## src/rtl/serial_bit_feeder_pkg.sv

```systemverilog
// Shared types for the serial bit feeder.
// PARITY_EN adds a trailing even-parity bit to each frame.
package serial_feeder_pkg;

  typedef enum logic [1:0] {
    IDLE   = 2'd0,
    SHIFT  = 2'd1
`ifdef PARITY_EN
    ,
    PARITY = 2'd2
`endif
  } state_t;

  localparam int DEF_WIDTH = 8;
  localparam int CNT_W     = $clog2(DEF_WIDTH);

  function automatic int cnt_w(input int w);
    return (w < 2) ? 1 : $clog2(w);
  endfunction

endpackage

```

## src/rtl/serial_bit_feeder_if.sv

```systemverilog
// Word-in / bit-out bundle for the serial bit feeder.
// slave is the feeder's view, master the producer/observer's.
interface serial_bit_feeder_if #(
  parameter int WIDTH = 8
);

  logic [WIDTH-1:0] in_data;
  logic             in_valid;
  logic             in_ready;
  logic             x;
  logic             x_valid;
  logic             busy;
  logic             frame_done;

  modport master (
    output in_data, in_valid,
    input  in_ready, x, x_valid,
    input  busy, frame_done
  );

  modport slave (
    input  in_data, in_valid,
    output in_ready, x, x_valid,
    output busy, frame_done
  );

endinterface

```

## src/rtl/serial_bit_feeder_piso_shift_reg.sv

```systemverilog
// Load/shift register; the head bit is the serial output.
// fill enters at the tail so a trailing bit can ride along.
module piso_shift_reg #(
  parameter int WIDTH     = 8,
  parameter bit MSB_FIRST = 1'b1
) (
  input  logic             clk,
  input  logic             rst,
  input  logic             load,
  input  logic             shift,
  input  logic             fill,
  input  logic [WIDTH-1:0] d,
  output logic             cur
);

  logic [WIDTH-1:0] sr;

  always_ff @(posedge clk) begin
    if (!rst) begin
      sr <= '0;
    end else if (load) begin
      sr <= d;
    end else if (shift) begin
      if (MSB_FIRST)
        sr <= {sr[WIDTH-2:0], fill};
      else
        sr <= {fill, sr[WIDTH-1:1]};
    end
  end

  assign cur = MSB_FIRST ? sr[WIDTH-1] : sr[0];

endmodule

```

## src/rtl/serial_bit_feeder.sv

```systemverilog
// Parallel-to-serial feeder: one word in, one bit per clock out.
// Define PARITY_EN to append an even-parity bit per frame.
module serial_bit_feeder
  import serial_feeder_pkg::*;
#(
  parameter int WIDTH     = 8,
  parameter bit MSB_FIRST = 1'b1
) (
  input logic clk,
  input logic rst,
  serial_bit_feeder_if.slave bus
);

  localparam int CW = cnt_w(WIDTH);
  localparam logic [CW-1:0] LAST = CW'(WIDTH - 1);

  state_t          state, state_n;
  logic [CW-1:0]   cnt, cnt_n;
  logic            xfer, shift, fill;
  logic            xv_q, fd_q, rdy_q;
  logic            xv_n, fd_n, rdy_n;

  assign xfer  = bus.in_valid & rdy_q;
  assign shift = (state != IDLE) & ~xfer;

`ifdef PARITY_EN
  logic par_q;

  always_ff @(posedge clk) begin
    if (!rst)
      par_q <= 1'b0;
    else if (xfer)
      par_q <= ^bus.in_data;
  end

  // First shift plants parity at the tail; it
  // reaches the head right after the last payload bit.
  assign fill = (state == SHIFT) &&
                (cnt == '0) && par_q;
`else
  assign fill = 1'b0;
`endif

  always_ff @(posedge clk) begin
    if (!rst) begin
      state <= IDLE;
      cnt   <= '0;
      xv_q  <= 1'b0;
      fd_q  <= 1'b0;
      rdy_q <= 1'b0;
    end else begin
      state <= state_n;
      cnt   <= cnt_n;
      xv_q  <= xv_n;
      fd_q  <= fd_n;
      rdy_q <= rdy_n;
    end
  end

  always_comb begin
    state_n = state;
    cnt_n   = cnt;
    unique case (state)
      IDLE: begin
        if (xfer) begin
          state_n = SHIFT;
          cnt_n   = '0;
        end
      end
      SHIFT: begin
        if (cnt != LAST) begin
          cnt_n = cnt + CW'(1);
`ifdef PARITY_EN
        end else begin
          state_n = PARITY;
        end
`else
        end else if (xfer) begin
          cnt_n = '0;
        end else begin
          state_n = IDLE;
        end
`endif
      end
`ifdef PARITY_EN
      PARITY: begin
        if (xfer) begin
          state_n = SHIFT;
          cnt_n   = '0;
        end else begin
          state_n = IDLE;
        end
      end
`endif
      default: state_n = IDLE;
    endcase

    xv_n = (state_n != IDLE);
`ifdef PARITY_EN
    fd_n = (state_n == PARITY);
`else
    fd_n = (state_n == SHIFT) &&
           (cnt_n == LAST);
`endif
    rdy_n = (state_n == IDLE) | fd_n;
  end

  piso_shift_reg #(
    .WIDTH     (WIDTH),
    .MSB_FIRST (MSB_FIRST)
  ) u_sr (
    .clk   (clk),
    .rst   (rst),
    .load  (xfer),
    .shift (shift),
    .fill  (fill),
    .d     (bus.in_data),
    .cur   (bus.x)
  );

  assign bus.x_valid    = xv_q;
  assign bus.busy       = xv_q;
  assign bus.frame_done = fd_q;
  assign bus.in_ready   = rdy_q;

endmodule

```

## src/flat_wrapper.sv

```systemverilog
// flat-port wrapper written by rule: the top's interface ports become plain ports
module serial_bit_feeder_flat import serial_feeder_pkg::*;
#(
  parameter int WIDTH     = 8,
  parameter bit MSB_FIRST = 1'b1
)
  (clk, rst, bus_in_data, bus_in_valid, bus_in_ready, bus_x, bus_x_valid, bus_busy, bus_frame_done);
  serial_bit_feeder_if #(.WIDTH(WIDTH)) bus_i ();
  input logic clk;
  input logic rst;
  input wire logic [$bits(bus_i.in_data)-1:0] bus_in_data;
  input wire logic [$bits(bus_i.in_valid)-1:0] bus_in_valid;
  output wire logic [$bits(bus_i.in_ready)-1:0] bus_in_ready;
  output wire logic [$bits(bus_i.x)-1:0] bus_x;
  output wire logic [$bits(bus_i.x_valid)-1:0] bus_x_valid;
  output wire logic [$bits(bus_i.busy)-1:0] bus_busy;
  output wire logic [$bits(bus_i.frame_done)-1:0] bus_frame_done;
  assign bus_i.in_data = bus_in_data;
  assign bus_i.in_valid = bus_in_valid;
  assign bus_in_ready = bus_i.in_ready;
  assign bus_x = bus_i.x;
  assign bus_x_valid = bus_i.x_valid;
  assign bus_busy = bus_i.busy;
  assign bus_frame_done = bus_i.frame_done;
  serial_bit_feeder #(.WIDTH(WIDTH), .MSB_FIRST(MSB_FIRST)) u_core (.clk(clk), .rst(rst), .bus(bus_i));
endmodule
```

## config.mk

```make
export PLATFORM = sky130hd
export DESIGN_NAME = serial_bit_feeder_flat
export DESIGN_NICKNAME = d
export VERILOG_FILES = /design/src/rtl/serial_bit_feeder_pkg.sv /design/src/rtl/serial_bit_feeder_if.sv /design/src/rtl/serial_bit_feeder_piso_shift_reg.sv /design/src/rtl/serial_bit_feeder.sv /design/src/flat_wrapper.sv
export SDC_FILE = /design/constraint.sdc
export NUM_CORES = 1
export LEC_CHECK = 0
export CORE_UTILIZATION = 49
export DETAILED_ROUTE_END_ITERATION = 8
export PLACE_DENSITY_LB_ADDON = 0.12
export SETUP_SLACK_MARGIN = 0.3
export SYNTH_ARGS = -nofsm -noshare
export SYNTH_HDL_FRONTEND = slang
export SYNTH_SLANG_ARGS = --single-unit
```

## constraint.sdc

```tcl
create_clock -name clk -period 1.75 [get_ports clk]
set_input_delay 0.4375 -clock clk [delete_from_list [all_inputs] [get_ports clk]]
set_output_delay 0.4375 -clock clk [all_outputs]
set_load 0.005 [all_outputs]
```

==> results of run 1 <==
## how the worst min path moves through the flow
stage	start	end	slack [ps]	cells past startpoint
after floorplan	u_core.u_sr.sr[0]	u_core.u_sr.sr[0]	440	2
after global placement	u_core.u_sr.sr[0]	u_core.u_sr.sr[0]	460	2
after detailed placement	u_core.u_sr.sr[0]	u_core.u_sr.sr[0]	460	2
after CTS	u_core.u_sr.sr[0]	u_core.u_sr.sr[0]	480	2
after global routing	u_core.u_sr.sr[0]	u_core.u_sr.sr[0]	510	2
final	u_core.u_sr.sr[0]	u_core.u_sr.sr[0]	480	2
## repair_timing
action	4_1_cts	5_1_grt
endpoints found under the setup margin	9	12
pin swaps	4	1
endpoints found under the hold margin	0	0
buffers inserted	3	0
gates resized for setup	16	7
## Yosys cell counts (all sizes together)
cell type	instances
a211o	1
a21oi	4
a311oi	9
and2	2
and4bb	2
buf	5
clkbuf	1
conb	1
dfxtp	16
ha	3
inv	2
nand2	8
nand2b	3
nand3	9
nor2	10
nor3	1
o31ai	1
o32ai	1
or3	1
## worst register-to-register path: cells and delay by family (launching register included)
family	cells	cell delay, ps
compound gates	1	240
fa+ha+maj	2	320
simple gates	2	490
flops	1	370
## area by class of cell
class | instances | area [µm²]
fill | 118 | 384
multi-input combinational | 56 | 499
sequential | 16 | 333
timing repair buffer | 24 | 226
tap | 16 | 20.0
inverter | 2 | 7.51
clock buffer | 4 | 36.3
## through the flow
step / hold slack, ps / instances / power, mW
after floorplan: 444 / 80 / 0.482
after global placement: 458 / 111 / 0.534
after detailed placement: 465 / 111 / 0.536
after CTS: 477 / 118 / 0.785
after global routing: 513 / 118 / 0.818
final: 477 / 118 / 0.786
## metal layers
layer  GRT usage  share of wire  routed length (µm)  vias to the layer above
li1            -              -                   -                      333
met1       0.272           0.46                 756                      308
met2       0.305           0.47                 760                       19
met3      0.0388          0.056                  91                        2
met4       0.131          0.011                  18                        0
met5           0              0                   0                        -
## registers in the layout, indices dropped and copies added (netlist names)
register               flops
u_core.bus.in_ready        1
u_core.state               2
u_core.cnt                 3
u_core.u_sr.sr             8
u_core.bus.busy            1
u_core.bus.frame_done      1
## cells in the final DEF (no fill, tap or decap), types with 2 or more instances in the layout
| master | synthesis | layout |
|---|---|---|
| sky130_fd_sc_hd__dfxtp_1 | 16 | 10 |
| sky130_fd_sc_hd__nand3_1 | 9 | 9 |
| sky130_fd_sc_hd__nor2_1 | 10 | 9 |
| sky130_fd_sc_hd__clkdlybuf4s50_1 | 0 | 9 |
| sky130_fd_sc_hd__buf_4 | 2 | 8 |
| sky130_fd_sc_hd__nand2_1 | 8 | 7 |
| sky130_fd_sc_hd__a311oi_2 | 9 | 7 |
| sky130_fd_sc_hd__dlygate4sd2_1 | 0 | 5 |
| sky130_fd_sc_hd__a21oi_1 | 4 | 4 |
| sky130_fd_sc_hd__dfxtp_2 | 0 | 4 |
| sky130_fd_sc_hd__nand2b_4 | 1 | 3 |
| sky130_fd_sc_hd__clkbuf_4 | 0 | 3 |
| sky130_fd_sc_hd__inv_1 | 2 | 2 |
| sky130_fd_sc_hd__and2_2 | 2 | 2 |
| sky130_fd_sc_hd__a311oi_4 | 0 | 2 |
| sky130_fd_sc_hd__ha_4 | 0 | 2 |
| sky130_fd_sc_hd__dfxtp_4 | 0 | 2 |
## cells by family (layout without fill, tap and decap cells)
family / Yosys count / after routing
flops: 16 / 16
fa+ha+maj: 3 / 3
other cells: 1 / 1
compound gates: 16 / 16
simple gates: 36 / 36
buf+inv: 8 / 30
## power groups by stage
stage | combinational (mW) | sequential, mW | clock, mW
after floorplan | 0.0791 | 0.403 | 0
after global placement | 0.126 | 0.408 | 0
after detailed placement | 0.128 | 0.409 | 0
after CTS | 0.133 | 0.397 | 0.256
after global routing | 0.150 | 0.400 | 0.268
final | 0.136 | 0.397 | 0.252
==> flow_summary.html, run 1 <==
<table>
<tr><th>Metric</th><th>Value</th></tr>
<tr><th colspan="2">Min path</th></tr>
<tr><td>Worst hold-check path type</td><td>reg2reg</td></tr>
<tr><th colspan="2">Worst setup path</th></tr>
<tr><td>Start of the worst register-to-register path</td><td>u_core.cnt[1]</td></tr>
<tr><td>Crit Path Max Fanout</td><td>4</td></tr>
<tr><td>Kind of end point of the critical path</td><td>flip-flop</td></tr>
<tr><td>Origin of the worst setup path</td><td>u_core.cnt[1]</td></tr>
<tr><td>Register-to-register path setup slack</td><td>around 250 ps</td></tr>
<tr><td>Required time of the worst setup path</td><td>~2000 ps</td></tr>
<tr><td>Slowest CP cell</td><td>sky130_fd_sc_hd__dfxtp_4</td></tr>
<tr><td>Data arrival time of the critical path</td><td>between 1500 and 2000 ps</td></tr>
<tr><td>CP most frequent cell</td><td>sky130_fd_sc_hd__ha_4</td></tr>
<tr><td>Worst r2r dst</td><td>u_core.bus.in_ready</td></tr>
<tr><td>Worst reg2reg path depth</td><td>5</td></tr>
<tr><td>Worst stage delay on the critical path</td><td>370 ps</td></tr>
<tr><td>Critical path start-end classification</td><td>reg2reg</td></tr>
<tr><td>Element type at the critical path start</td><td>flip-flop</td></tr>
<tr><td>Buffering stage count on the worst path with inverters included</td><td>0</td></tr>
<tr><td>Cell type group with the largest total delay on the critical path</td><td>simple AND/OR/NAND/NOR gates</td></tr>
<tr><td>Critical path cell sequence</td><td>ha_4 -&gt; ha_4 -&gt; nand2b_4 -&gt; or3_4 -&gt; o32ai_2</td></tr>
<tr><td>Total stage count of the critical path</td><td>5</td></tr>
<tr><td>Critical Path Sink</td><td>u_core.bus.in_ready</td></tr>
<tr><th colspan="2">STA</th></tr>
<tr><td>Final setup margin</td><td>approximately 250 ps</td></tr>
<tr><td>Sum Neg Setup Slack</td><td>0 ps</td></tr>
<tr><td>Max-slew headroom</td><td>0.645</td></tr>
<tr><td>FMAX</td><td>about 670 MHz</td></tr>
<tr><td>Final Cycle Share</td><td>0.855</td></tr>
<tr><td>Measured slew at the worst slew-check pin</td><td>532 ps</td></tr>
<tr><td>Min Tclk post-route</td><td>approximately 1500 ps</td></tr>
<tr><td>Fin. max-slew vios</td><td>0</td></tr>
<tr><td>Final setup vio count</td><td>0</td></tr>
<tr><td>Final count of hold timing violations</td><td>0</td></tr>
<tr><td>Clock skew</td><td>2.50 ps</td></tr>
<tr><td>Unrepaired setup endpoints after global routing</td><td>true</td></tr>
<tr><th colspan="2">Synth</th></tr>
<tr><td>Post-synthesis xor/xnor area fraction</td><td>0</td></tr>
<tr><td>Post-synthesis compound-gate area fraction</td><td>0.235</td></tr>
<tr><td>Top cells by area in the synthesized netlist</td><td>sky130_fd_sc_hd__dfxtp_1, sky130_fd_sc_hd__a311oi_2, sky130_fd_sc_hd__nand3_1</td></tr>
<tr><td>Mean instance size in the synthesized netlist</td><td>roughly 10 µm²</td></tr>
<tr><td>Number of synthesized register bits</td><td>16</td></tr>
<tr><td>Largest family of logic cells by synthesized area</td><td>simple AND/OR/NAND/NOR gates</td></tr>
<tr><td>Mapped Nets</td><td>94</td></tr>
<tr><td>Synth Instances</td><td>80</td></tr>
<tr><td>Post-synthesis cell type count</td><td>23</td></tr>
<tr><td>Cell type with the largest total area after synthesis</td><td>sky130_fd_sc_hd__dfxtp_1</td></tr>
<tr><td>Top cell type's share of synthesized area</td><td>0.401</td></tr>
<tr><td>Post-synthesis sequential area ratio</td><td>0.401</td></tr>
<tr><td>Multiplexer area fraction after synthesis</td><td>0</td></tr>
<tr><td>Post-synthesis instance area</td><td>between 700 and 800 µm²</td></tr>
<tr><td>Share of synthesized cell area in full adder, half adder and majority cells</td><td>0.0470</td></tr>
<tr><td>Yosys warning total</td><td>0</td></tr>
<tr><td>Post-Synth Simple-Gate Area</td><td>0.245</td></tr>
<tr><th colspan="2">Route</th></tr>
<tr><td>Vias after detailed routing</td><td>662</td></tr>
<tr><td>Detailed-router iteration count before antenna repair</td><td>4</td></tr>
<tr><td>Detailed Route Iter0 Violations</td><td>14</td></tr>
<tr><td>Antenna violation net count after detailed routing</td><td>0</td></tr>
<tr><td>DRC violations left</td><td>0</td></tr>
<tr><td>Detail-routed net length per standard cell</td><td>13.8 µm</td></tr>
<tr><td>Per-cell via count in the routed design</td><td>between 5 and 6</td></tr>
<tr><td>Routed Wire Length</td><td>1630 µm</td></tr>
<tr><th colspan="2">Placed design</th></tr>
<tr><td>Count of port buffers added during placement</td><td>15</td></tr>
<tr><td>Gp weighted congestion</td><td>around 0.84</td></tr>
<tr><td>Post-detailed-placement half-perimeter wirelength</td><td>approximately 1100 µm</td></tr>
<tr><td>Placed standard-cell area</td><td>990 µm²</td></tr>
<tr><td>Worst Setup Slack post-DPL</td><td>between 1.5 and 2 ps</td></tr>
<tr><th colspan="2">Global routing</th></tr>
<tr><td>Global-route wire length before repair</td><td>between 2000 and 3000 µm</td></tr>
<tr><td>Overflow after GRT</td><td>0</td></tr>
<tr><td>Vias in the first global route</td><td>a little over 600</td></tr>
<tr><td>Largest net degree at the start of global routing</td><td>15</td></tr>
<tr><td>Initial antenna violation count</td><td>0</td></tr>
<tr><td>Overall fraction of global-route tracks in use</td><td>0.205</td></tr>
<tr><th colspan="2">Power and ir drop</th></tr>
<tr><td>Static Leakage</td><td>0.446 nW</td></tr>
<tr><td>Max rail drop VDD</td><td>461 µV</td></tr>
<tr><td>Reg power frac</td><td>0.506</td></tr>
<tr><td>Power density over the cells</td><td>approximately 700 mW/mm²</td></tr>
<tr><td>Int Pwr</td><td>0.583 mW</td></tr>
<tr><td>Relative contribution of combinational cells to total power</td><td>0.173</td></tr>
<tr><td>Clock power frac</td><td>0.321</td></tr>
<tr><td>Switching power of the nets</td><td>between 0.2 and 0.25 mW</td></tr>
<tr><td>Switching share of power</td><td>0.258</td></tr>
<tr><th colspan="2">Die</th></tr>
<tr><td>Die Span Y</td><td>around 42 µm</td></tr>
<tr><td>Die Area</td><td>roughly 0.0018 mm²</td></tr>
<tr><td>Overall die width</td><td>about 42 µm</td></tr>
<tr><td>Number of core rows</td><td>14</td></tr>
<tr><td>Number of primary I/O pins</td><td>16</td></tr>
<tr><td>Starting density of the core</td><td>0.530</td></tr>
<tr><td>Area inside the core boundary</td><td>approximately 0.0015 mm²</td></tr>
<tr><th colspan="2">Finish</th></tr>
<tr><td>Net count, final</td><td>~120</td></tr>
<tr><td>Share of cells above drive strength 1</td><td>0.402</td></tr>
<tr><td>Cell area after layout</td><td>0.00112 mm²</td></tr>
<tr><td>Layout area overhead</td><td>40.6%</td></tr>
<tr><td># diodes</td><td>0</td></tr>
<tr><td>Final core utilization</td><td>0.745</td></tr>
<tr><th colspan="2">CTS</th></tr>
<tr><td>Worst-path clk slew</td><td>about 100 ps</td></tr>
<tr><td># H-tree levels</td><td>1</td></tr>
<tr><td>Source-to-sink clock delay at the later pin of the worst-skew pair</td><td>between 200 and 300 ps</td></tr>
<tr><td>Root buf cell</td><td>sky130_fd_sc_hd__clkbuf_4</td></tr>
<tr><td>Total CTS buffers</td><td>3</td></tr>
<tr><td>TritonCTS clock tree</td><td>built</td></tr>
<tr><td>CTS sink cnt</td><td>16</td></tr>
<tr><td>Buffers from clock root to sink, at most</td><td>2</td></tr>
<tr><td>Hold-fix buffers, CTS</td><td>0</td></tr>
<tr><th colspan="2">Status</th></tr>
<tr><td>Result of the run</td><td>completed</td></tr>
<tr><th colspan="2">Flow run</th></tr>
<tr><td>Count of max-cap constraint violations</td><td>0</td></tr>
</table>
Note: power is estimated with default switching activity, not from simulation.
==> run 2, diff against run 1 <==
--- a/config.mk
+++ b/config.mk
@@ -11,4 +11,5 @@
 export SETUP_SLACK_MARGIN = 0.3
 export SYNTH_ARGS = -nofsm -noshare
 export SYNTH_HDL_FRONTEND = slang
+export SYNTH_HIERARCHICAL = 1
 export SYNTH_SLANG_ARGS = --single-unit
==> flow_summary.html, run 2 <==
<table>
<tr><th>Metric</th><th>Value</th></tr>
<tr><th colspan="2">Status</th></tr>
<tr><td>Result of the run</td><td>completed (unchanged)</td></tr>
<tr><th colspan="2">Synth</th></tr>
<tr><td>Top cell type's share of synthesized area</td><td>0.379 (was 0.401)</td></tr>
<tr><td>Cell with the most instances after synthesis</td><td>sky130_fd_sc_hd__dfxtp_1 (unchanged)</td></tr>
<tr><td>Post-synthesis instance area</td><td>845 µm² (was 798 µm²)</td></tr>
<tr><td>Post-synthesis sequential area ratio</td><td>0.379 (was 0.401)</td></tr>
<tr><td>Cell type with the largest total area after synthesis</td><td>sky130_fd_sc_hd__dfxtp_1 (unchanged)</td></tr>
<tr><td>Top cells by area in the synthesized netlist</td><td>sky130_fd_sc_hd__dfxtp_1, sky130_fd_sc_hd__mux2_4, sky130_fd_sc_hd__o211a_1 (was sky130_fd_sc_hd__dfxtp_1, sky130_fd_sc_hd__a311oi_2, sky130_fd_sc_hd__nand3_1)</td></tr>
<tr><td>Number of synthesized flops with an enable pin</td><td>0 (unchanged)</td></tr>
<tr><td>Share of flip-flops with an asynchronous set or reset</td><td>0 (unchanged)</td></tr>
<tr><td>Yosys warning total</td><td>6 (was 0)</td></tr>
<tr><td>Number of synthesized register bits</td><td>16 (unchanged)</td></tr>
<tr><td>Leading register cell type out of synthesis</td><td>sky130_fd_sc_hd__dfxtp_1 (unchanged)</td></tr>
<tr><td>Mean instance size in the synthesized netlist</td><td>11.6 µm² (was 9.98 µm²)</td></tr>
<tr><td>Most common library cells after synthesis</td><td>sky130_fd_sc_hd__dfxtp_1, sky130_fd_sc_hd__mux2_4, sky130_fd_sc_hd__o211a_1, sky130_fd_sc_hd__or2b_1 (was sky130_fd_sc_hd__dfxtp_1, sky130_fd_sc_hd__nor2_1, sky130_fd_sc_hd__a311oi_2, sky130_fd_sc_hd__nand3_1, sky130_fd_sc_hd__nand2_1)</td></tr>
<tr><td>Post-synthesis cell type count</td><td>25 (was 23)</td></tr>
<tr><td>Synth Instances</td><td>73 (was 80)</td></tr>
<tr><th colspan="2">Route</th></tr>
<tr><td>Vias after detailed routing</td><td>609 (was 662)</td></tr>
<tr><td>Routed Wire Length</td><td>1500 µm (was 1630 µm)</td></tr>
<tr><td>Per-cell via count in the routed design</td><td>5.49 (was 5.61)</td></tr>
<tr><td>Antenna violation net count after detailed routing</td><td>0 (unchanged)</td></tr>
<tr><td>Detailed Route Iter0 Violations</td><td>9 (was 14)</td></tr>
<tr><td>Detail-routed net length per standard cell</td><td>13.5 µm (was 13.8 µm)</td></tr>
<tr><td>DRC violations left</td><td>0 (unchanged)</td></tr>
<tr><td>Detailed-router iteration count before antenna repair</td><td>4 (unchanged)</td></tr>
<tr><th colspan="2">Placed design</th></tr>
<tr><td>Gp weighted congestion</td><td>0.750 (was 0.835)</td></tr>
<tr><td>Count of port buffers added during placement</td><td>15 (unchanged)</td></tr>
<tr><td>Post-detailed-placement half-perimeter wirelength</td><td>1030 µm (was 1060 µm)</td></tr>
<tr><td>Placed standard-cell area</td><td>0.00104 mm² (was 990 µm²)</td></tr>
<tr><td>Placed Cells incl. Taps</td><td>105 (was 111)</td></tr>
<tr><th colspan="2">Worst setup path</th></tr>
<tr><td>Slowest CP cell</td><td>sky130_fd_sc_hd__dfxtp_4 (unchanged)</td></tr>
<tr><td>Worst stage delay on the critical path</td><td>370 ps (about the same)</td></tr>
<tr><td>Buffering stage count on the worst path with inverters included</td><td>0 (unchanged)</td></tr>
<tr><td>Data arrival time of the critical path</td><td>1700 ps (about the same)</td></tr>
<tr><td>Critical path cell sequence</td><td>ha_4 -&gt; ha_4 -&gt; and4bb_1 -&gt; a311oi_2 -&gt; nor3_2 -&gt; a21o_1 (was ha_4 -&gt; ha_4 -&gt; nand2b_4 -&gt; or3_4 -&gt; o32ai_2)</td></tr>
<tr><td>Crit Path Max Fanout</td><td>4 (unchanged)</td></tr>
<tr><td>Cell type group with the largest total delay on the critical path</td><td>compound AO/OA/AOI/OAI gates (was simple AND/OR/NAND/NOR gates)</td></tr>
<tr><td>Critical path start-end classification</td><td>reg2reg (unchanged)</td></tr>
<tr><td>CP most frequent cell</td><td>sky130_fd_sc_hd__ha_4 (unchanged)</td></tr>
<tr><td>Kind of end point of the critical path</td><td>flip-flop (unchanged)</td></tr>
<tr><td>Element type at the critical path start</td><td>flip-flop (unchanged)</td></tr>
<tr><td>Required time of the worst setup path</td><td>1920 ps (was 1950 ps)</td></tr>
<tr><th colspan="2">Finish</th></tr>
<tr><td># diodes</td><td>0 (unchanged)</td></tr>
<tr><td>Commonest non-fill, non-tap cells in the layout</td><td>sky130_fd_sc_hd__clkdlybuf4s50_1, sky130_fd_sc_hd__dfxtp_1, sky130_fd_sc_hd__mux2_4, sky130_fd_sc_hd__or2b_1, sky130_fd_sc_hd__o211a_1 (was sky130_fd_sc_hd__dfxtp_1, sky130_fd_sc_hd__nand3_1, sky130_fd_sc_hd__nor2_1, sky130_fd_sc_hd__clkdlybuf4s50_1, sky130_fd_sc_hd__buf_4)</td></tr>
<tr><td>Net count, final</td><td>111 (was 117)</td></tr>
<tr><td>Largest register FFs</td><td>8 (unchanged)</td></tr>
<tr><td>Leading registers by flop count</td><td>u_core/u_sr/sr x8, u_core/cnt x3, u_core/state x2 (was u_core.u_sr.sr x8, u_core.cnt x3, u_core.state x2)</td></tr>
<tr><td>Biggest register</td><td>u_core/u_sr/sr (was u_core.u_sr.sr)</td></tr>
<tr><td>Cell area after layout</td><td>0.00113 mm² (was 0.00112 mm²)</td></tr>
<tr><td>Layout area overhead</td><td>34.2% (was 40.6%)</td></tr>
<tr><td>Number of fillers in the final layout</td><td>120 (was 118)</td></tr>
<tr><td>Non-Filler Instances</td><td>111 (was 118)</td></tr>
<tr><td>Share of cells above drive strength 1</td><td>0.379 (was 0.402)</td></tr>
<tr><th colspan="2">Die</th></tr>
<tr><td>Die Area</td><td>0.00189 mm² (was 0.00179 mm²)</td></tr>
<tr><td>Area inside the core boundary</td><td>0.00156 mm² (was 0.00151 mm²)</td></tr>
<tr><td>Overall die width</td><td>43.5 µm (was 42.4 µm)</td></tr>
<tr><td>Number of core rows</td><td>14 (unchanged)</td></tr>
<tr><td>Starting density of the core</td><td>0.542 (was 0.530)</td></tr>
<tr><td>Number of primary I/O pins</td><td>16 (unchanged)</td></tr>
<tr><td>Die Span Y</td><td>43.5 µm (was 42.4 µm)</td></tr>
<tr><th colspan="2">CTS</th></tr>
<tr><td>Total CTS buffers</td><td>3 (unchanged)</td></tr>
<tr><td># H-tree levels</td><td>1 (unchanged)</td></tr>
<tr><td>Hold-fix buffers, CTS</td><td>0 (unchanged)</td></tr>
<tr><td>CTS sink cnt</td><td>16 (unchanged)</td></tr>
<tr><td>TritonCTS clock tree</td><td>built (unchanged)</td></tr>
<tr><td>Root buf cell</td><td>sky130_fd_sc_hd__clkbuf_4 (unchanged)</td></tr>
<tr><td>Source-to-sink clock delay at the later pin of the worst-skew pair</td><td>280 ps (was 290 ps)</td></tr>
<tr><td>Worst-path clk slew</td><td>90 ps (was 100 ps)</td></tr>
<tr><td>Buffers from clock root to sink, at most</td><td>2 (unchanged)</td></tr>
<tr><th colspan="2">STA</th></tr>
<tr><td>Min Tclk post-route</td><td>1530 ps (was 1500 ps)</td></tr>
<tr><td>Final Cycle Share</td><td>0.873 (was 0.855)</td></tr>
<tr><td>Fin. max-slew vios</td><td>0 (unchanged)</td></tr>
<tr><td>Unrepaired setup endpoints after global routing</td><td>true (unchanged)</td></tr>
<tr><td>Final count of hold timing violations</td><td>0 (unchanged)</td></tr>
<tr><td>Final setup vio count</td><td>0 (unchanged)</td></tr>
<tr><td>FMAX</td><td>655 MHz (was 668 MHz)</td></tr>
<tr><td>Clock skew</td><td>5.96 ps (was 2.50 ps)</td></tr>
<tr><th colspan="2">Global routing</th></tr>
<tr><td>Overall fraction of global-route tracks in use</td><td>0.185 (was 0.205)</td></tr>
<tr><td>Largest net degree at the start of global routing</td><td>19 (was 15)</td></tr>
<tr><td>Vias in the first global route</td><td>615 (unchanged)</td></tr>
<tr><td>Initial antenna violation count</td><td>0 (unchanged)</td></tr>
<tr><td>Global-route wire length before repair</td><td>2550 µm (was 2690 µm)</td></tr>
<tr><td>Overflow after GRT</td><td>0 (unchanged)</td></tr>
<tr><th colspan="2">Flow run</th></tr>
<tr><td>Count of max-cap constraint violations</td><td>0 (unchanged)</td></tr>
<tr><th colspan="2">Power and ir drop</th></tr>
<tr><td>Static Leakage</td><td>0.559 nW (was 0.446 nW)</td></tr>
<tr><td>Power density over the cells</td><td>637 mW/mm² (was 700 mW/mm²)</td></tr>
<tr><td>Max rail drop VDD</td><td>452 µV (was 461 µV)</td></tr>
<tr><td>Final Power</td><td>0.722 mW (was 0.786 mW)</td></tr>
<tr><th colspan="2">Min path</th></tr>
<tr><td>Worst hold-check path type</td><td>reg2reg (unchanged)</td></tr>
</table>
run 2: cell types whose count changed after synthesis, sizes merged, moves of 2 or more:
cell,before,now
nor2,10,3
nor2b,0,2
or2b,0,8
nand2b,3,1
o211a,0,8
nand2,8,1
mux2,0,8
nand3,9,0
and2b,0,2
nor3b,0,3
a21oi,4,1
a311oi,9,2
run 2: cell families after synthesis:
| group | after synthesis | share of synthesized area |
|---|---|---|
| flops | 16 | 0.379 |
| mux | 8 | 0.142 |
| other cells | 1 | 0.00444 |
| simple gates | 26 | 0.225 |
| fa+ha+maj | 3 | 0.0444 |
| buf+inv | 6 | 0.0504 |
| compound gates | 13 | 0.154 |
run 2: per-layer routing:
layer	wire length, µm	up-vias	share of wire	GRT usage
li1	-	302	-	-
met5	0	-	0	0
met1	661	285	0.44	0.207
met2	748	18	0.50	0.324
met3	66	4	0.044	0.0375
met4	25	0	0.017	0.106
run 2: layout make-up:
cell class	instances	area (µm²)	area share
multi-input cells	52	541	0.477
flip-flops and latches	16	332	0.292
inverters	1	3.75	0.00331
well taps	16	20.0	0.0177
repair buffers	23	215	0.190
clock buffers	3	22.5	0.0199
run 2: through the flow:
step                      setup TNS [ps]   util  setup WS [ps]  hold WS (ps)
final                                  0  0.727            222           512
after global routing                   0  0.727            140           541
after CTS                              0  0.726            220           524
after detailed placement           -1150  0.666           -165           545
after global placement              -937  0.666           -122           534
after floorplan                        0      -            261           500
run 2: final timing paths:
| kind | start | endpoint | slack, ps | cells after the start |
|---|---|---|---|---|
| max | u_core/cnt[0] | u_core/bus.in_ready | 220 | 6 |
| min | u_core/state[1] | u_core/state[0] | 510 | 1 |
| max reg2reg | u_core/cnt[0] | u_core/bus.in_ready | 220 | 6 |
| min reg2reg | u_core/state[1] | u_core/state[0] | 510 | 1 |
run 2: where the power goes:
group          leakage [nW]  internal, mW  switching, mW
logic                 0.411        0.0911         0.0450
registers             0.134         0.384         0.0139
clock network        0.0138        0.0798          0.108
run 2: repair_timing:
| item | CTS | global route |
|---|---|---|
| endpoints found under the setup margin | 17 | 13 |
| gates resized for setup | 18 | 1 |
| pin swaps | 7 | 1 |
| buffers inserted | 3 | 0 |
